==> config.mk <==
export PLATFORM = sky130hd
export DESIGN_NAME = mult_unit
export DESIGN_NICKNAME = d
export VERILOG_FILES = /design/src/rtl/mult_unit_pkg.sv /design/src/rtl/adder64.sv /design/src/rtl/mult_unit.sv
export SDC_FILE = /design/constraint.sdc
export NUM_CORES = 1
export LEC_CHECK = 0
export CORE_ASPECT_RATIO = 1.5
export CORE_MARGIN = 2
export CORE_UTILIZATION = 50
export CTS_BUF_LIST = sky130_fd_sc_hd__clkbuf_4 sky130_fd_sc_hd__clkbuf_8
export CTS_CLUSTER_DIAMETER = 150
export DETAILED_ROUTE_END_ITERATION = 6
export PLACE_DENSITY = 0.73
export SLEW_MARGIN = 20
export SYNTH_ARGS = -nofsm -noshare
export SYNTH_HDL_FRONTEND = slang
export SYNTH_SLANG_ARGS = --single-unit
==> constraint.sdc <==
create_clock -name clk -period 4.7 [get_ports clk]
set_input_delay 0.94 -clock clk [delete_from_list [all_inputs] [get_ports clk]]
set_output_delay 0.94 -clock clk [all_outputs]
set_load 0.1 [all_outputs]
==> src/rtl/mult_unit_pkg.sv <==
// Shared definitions for the iterative shift-add multiplier: state encoding,
// iteration count, datapath widths and the operand magnitude helper.
package mult_unit_pkg;

   typedef enum logic [1:0] {
      IDLE = 2'd0,
      ITER = 2'd1,
      FIX  = 2'd2
   } state_t;

   localparam int ITER_COUNT = 32;
   localparam int DATA_W     = 64;
   localparam int OP_W       = DATA_W / 2;
   localparam int CNT_W      = $clog2(ITER_COUNT);

   localparam logic [CNT_W-1:0] LAST_COUNT = CNT_W'(ITER_COUNT - 1);

   // The most negative operand maps onto itself, which is the correct
   // unsigned magnitude 2^31.
   function automatic logic [OP_W-1:0] magnitude(input logic [OP_W-1:0] value,
                                                 input logic take_abs);
      return (take_abs && value[OP_W-1]) ? (~value + OP_W'(1)) : value;
   endfunction

endpackage

==> src/rtl/adder64.sv <==
// Plain 64-bit adder; overflow reports the carry out of the top bit.
module adder64 (
   input  logic [63:0] a,
   input  logic [63:0] b,
   output logic [63:0] sum,
   output logic        overflow
);

   logic [64:0] full_sum;

   assign full_sum = {1'b0, a} + {1'b0, b};
   assign sum      = full_sum[63:0];
   assign overflow = full_sum[64];

endmodule

==> src/rtl/mult_unit.sv <==
// 32x32 -> 64 multiplier (MULT/MULTU): one multiplier bit per cycle on
// operand magnitudes, followed by a single sign-fix cycle.
module mult_unit
   import mult_unit_pkg::*;
(
   input  logic            clk,
   input  logic            rst,
   input  logic            start,
   input  logic            is_signed,
   input  logic [OP_W-1:0] op_a,
   input  logic [OP_W-1:0] op_b,
   output logic            busy,
   output logic            done,
   output logic [OP_W-1:0] hi,
   output logic [OP_W-1:0] lo
);

   state_t              state;
   state_t              state_next;
   logic [OP_W-1:0]     mcand;
   logic [OP_W-1:0]     mplier;
   logic                neg;
   logic [DATA_W-1:0]   acc;
   logic [CNT_W-1:0]    count;
   logic [DATA_W-1:0]   add_a;
   logic [DATA_W-1:0]   add_b;
   logic [DATA_W-1:0]   add_sum;
   logic [DATA_W-1:0]   product;
   logic                ovf_unused;

   // The single adder accumulates shifted partial products during ITER and
   // forms the two's complement of the accumulator during FIX.
   always_comb begin
      state_next = state;
      add_a      = acc;
      add_b      = '0;
      case (state)
         IDLE: begin
            if (start) state_next = ITER;
         end
         ITER: begin
            if (mplier[count]) add_b = {{OP_W{1'b0}}, mcand} << count;
            if (count == LAST_COUNT) state_next = FIX;
         end
         FIX: begin
            add_a      = ~acc;
            add_b      = DATA_W'(1);
            state_next = IDLE;
         end
         default: state_next = IDLE;
      endcase
   end

   adder64 u_adder (
      .a        (add_a),
      .b        (add_b),
      .sum      (add_sum),
      .overflow (ovf_unused)
   );

   assign product = neg ? add_sum : acc;
   assign busy    = (state != IDLE);

   always_ff @(posedge clk) begin
      if (rst) state <= IDLE;
      else     state <= state_next;
   end

   // Operands are latched only from IDLE, so start pulses while busy are
   // ignored; hi/lo move only on the FIX edge.
   always_ff @(posedge clk) begin
      if (rst) begin
         mcand  <= '0;
         mplier <= '0;
         neg    <= 1'b0;
         acc    <= '0;
         count  <= '0;
         hi     <= '0;
         lo     <= '0;
         done   <= 1'b0;
      end else begin
         done <= (state == FIX);
         case (state)
            IDLE: begin
               if (start) begin
                  mcand  <= magnitude(op_a, is_signed);
                  mplier <= magnitude(op_b, is_signed);
                  neg    <= is_signed & (op_a[OP_W-1] ^ op_b[OP_W-1]);
                  acc    <= '0;
                  count  <= '0;
               end
            end
            ITER: begin
               acc   <= add_sum;
               count <= count + CNT_W'(1);
            end
            FIX: begin
               hi <= product[DATA_W-1:OP_W];
               lo <= product[OP_W-1:0];
            end
            default: ;
         endcase
      end
   end

endmodule

==> results.sh <==
export IMPL_synth_edff_count=0
export IMPL_place_congestion=1.03
export IMPL_crit_path_end_kind="flop"
export IMPL_antenna_cells=0
export IMPL_p_sw_share_pct=28.0
export IMPL_hpwlAfterDp_mm=38.2
export IMPL_finalWirelength_mm=51.0
export IMPL_p_int_uw=3040
export IMPL_slew_violations=0
export IMPL_final_setup_worst_slack_ps=-5.21
export IMPL_dominantRegCellSynth="dfxtp_1"
export IMPL_grt_ovfl_total=0
export IMPL_first_pass_iters=6
export IMPL_synth_area_sq_um=15200
export IMPL_rsz0062_at_grt="yes"
export IMPL_drive_gt1_share_pct=26.4
export IMPL_vias=15800
export IMPL_power_density_nw_per_um2=203
export IMPL_yosysMostFrequentCell="nor2_1"
export IMPL_whs_path_depth=2
export IMPL_yosysWarnings=0
export IMPL_ys_top_cells_by_area="dfxtp_1 26%, nor2_1 6.8%, xor2_1 6.2%"
export IMPL_clkTransAtPathRegs_ps=60
export IMPL_crit_type="flop to flop"
export IMPL_reg2regPathDepth=20
export IMPL_core_sq_um=30200
export IMPL_syn_num_nets=2028
export IMPL_worst_pin_slew_ps=1020
export IMPL_wl_per_cell_um=19.2
export IMPL_ir_drop_v=0.000174
export IMPL_finalPower_uw=4230
export IMPL_numCtsBuffers=34
export IMPL_syn_to_final_growth_pct=36.9
export IMPL_async_reset_ff_share_pct=0
export IMPL_num_io_pins=134
export IMPL_grt_pass1_vias=15600
export IMPL_min_path_type="flop to flop"
export IMPL_p_sw_uw=1190
export IMPL_fin_crit_sh_pct=100
export IMPL_dp_slack_ps=-248
export IMPL_relSlewSlack_pct=31.6
export IMPL_min_period_ps=4710
export IMPL_htree_levels=2
export IMPL_clockRootBuffer="clkbuf_8"
export IMPL_crit_required_ps=5140
export IMPL_rows=78
export IMPL_yosysTopAreaCell="dfxtp_1"
export IMPL_reg2reg_slack_ps=-5
export IMPL_initial_core_util_pct=50.6
export IMPL_syn_inst=1889
export IMPL_yosys_cell_types_count=76
export IMPL_leakagePower_uw=0.00843
export IMPL_hold_viol_final=0
export IMPL_postRouteAntennaNets=0
export IMPL_num_fill_cells=2483
export IMPL_die_area_sq_um=31900
export IMPL_path_max_fanout=7
export IMPL_grt_start_max_net_pins=93
export IMPL_power_frac_seq_pct=43.0
export IMPL_grt_pass1_wl_mm=78.8
export IMPL_synth_common_cells="277 x nor2_1, 201 x dfxtp_1, 134 x a21oi_1, 117 x nand2_1, 116 x clkbuf_1"
export IMPL_gr_usage_all_layers_pct=30.4
export IMPL_max_freq_mhz=213
export IMPL_synth_seq_cells=201
export IMPL_violations="negative setup slack"
export IMPL_worstSkewPairLatency_ps=560
export IMPL_cts_sinks=201
export IMPL_fin_skew_ps=15.6
export IMPL_fp_dieH_um=218
export IMPL_nets=2376
export IMPL_cp_start_kind="flop"
export IMPL_placed_area_sq_um=18700
export IMPL_design_area_sq_um=20900
export IMPL_antenna_found_initial=0
export IMPL_via_per_inst=5.94
export IMPL_io_buffers=133
export IMPL_die_x_um=147
export IMPL_drt_initial_drc_count=839
export IMPL_ys_seq_area_share_pct=26.4
export IMPL_synth_top_area_share_pct=26.4
export IMPL_setup_violations=2
export IMPL_drc=0
export IMPL_maxCapViolCount=0
export IMPL_worstPathArrival_ps=5150
export IMPL_clockBufferDepth=3
export IMPL_p_clk_share_pct=40.3
export IMPL_status="finished, violations left"
export IMPL_cts_tree="built"
export IMPL_p_comb_share_pct=16.6
export IMPL_avgSynthCellArea_sq_um=8.07
[per-layer routing]
layer | routed length [um] | track usage [%] | vias to the layer above
li1 | - | - | 7633
met1 | 19300 | 32.9 | 7509
met2 | 26500 | 56.9 | 463
met3 | 1870 | 3.47 | 185
met4 | 3290 | 17.8 | 0
met5 | 0 | 0 | -
[what timing repair did]
item / 4_1_cts / 5_1_grt
cloned: 1 / 5
pin swaps: 15 / 98
resized for setup: 25 / 191
setup endpoints to repair: 46 / 63
buffers inserted: 7 / 34
hold buffers: 0 / 0
[final timing paths]
kind              to  startpoint
min reg2reg    lo[2]       lo[2]
min            lo[2]       lo[2]
max          acc[61]    count[0]
max reg2reg  acc[61]    count[0]
[cell families (layout without fill, tap and decap cells)]
kind of cell             count (synthesis)  count (layout)  share of synthesized area [%]
AO/OA/AOI/OAI                          568             568                           25.3
buffers and inverters                  187             558                           4.77
AND/OR/NAND/NOR                        559             559                           16.4
XOR/XNOR                               170             170                           9.77
flip-flops                             201             201                           26.4
adder cells (fa/ha/maj)                 71              71                           5.88
multiplexers                           133             133                           11.5
[registers in the layout (all words and copies together), names as in the netlist]
name / cells
count: 5
hi: 32
lo: 32
done: 1
mcand: 32
state: 2
acc: 64
mplier: 32
neg: 1
[per-stage QoR]
step / hold slack (ps) / utilization [%] / setup TNS [ps] / std cells
floorplan: 433 / - / 0 / 1889
finish: 473 / 69.2 / -7.10 / 2660
global placement: 457 / 62.1 / -2720 / 2556
global route: 499 / 69.2 / -3370 / 2660
detailed placement: 466 / 62.1 / -4830 / 2556
CTS: 474 / 65.0 / 0 / 2623
[power groups by stage]
stage               Sequential, uW  Clock [uW]  Combinational [uW]
CTS                           1820        1740                 666
floorplan                     1830           0                 407
global route                  1830        1810                 762
finish                        1820        1710                 703
detailed placement            1860           0                 660
global placement              1850           0                 652
[cell usage in the layout (no fill, tap or decap), types with 52 or more instances in the layout]
cell type          n
a211oi_1         101
clkdlybuf4s50_1  132
a21oi_1          110
xnor2_1           52
nand2_1          112
o21ai_0           64
dfxtp_1          197
mux2i_1           72
ha_1              55
nor2_1           263
xor2_1           104
buf_4            293
[worst max-delay path, cell delays in order, from the launching register on]
cell and delay, ps:
dfxtp_4 420, mux4_2 500, mux4_2 510, nand4b_1 130, buf_6 140, and2_4 210
clkbuf_16 170, clkbuf_16 130, nor2_1 50, ha_1 330, buf_6 110, nand4_1 190
or3_4 440, o211a_1 260, o41ai_4 50, buf_4 190, a21oi_4 70, o21ai_4 200
a311oi_2 130, xnor2_1 160, a22o_1 190
[cell type report]
type                            instances  area, sq um  share of cell area (%)
Clock buffer                           49          612                    2.93
Clock inverter                         10          114                   0.546
Inverter                               37          139                   0.666
Multi-Input combinational cell       1501        11400                    54.6
Sequential cell                       201         4030                    19.3
Tap cell                              400          500                    2.40
Timing Repair Buffer                  462         4080                    19.5
No activity file was read; power rests on OpenSTA's default activity.
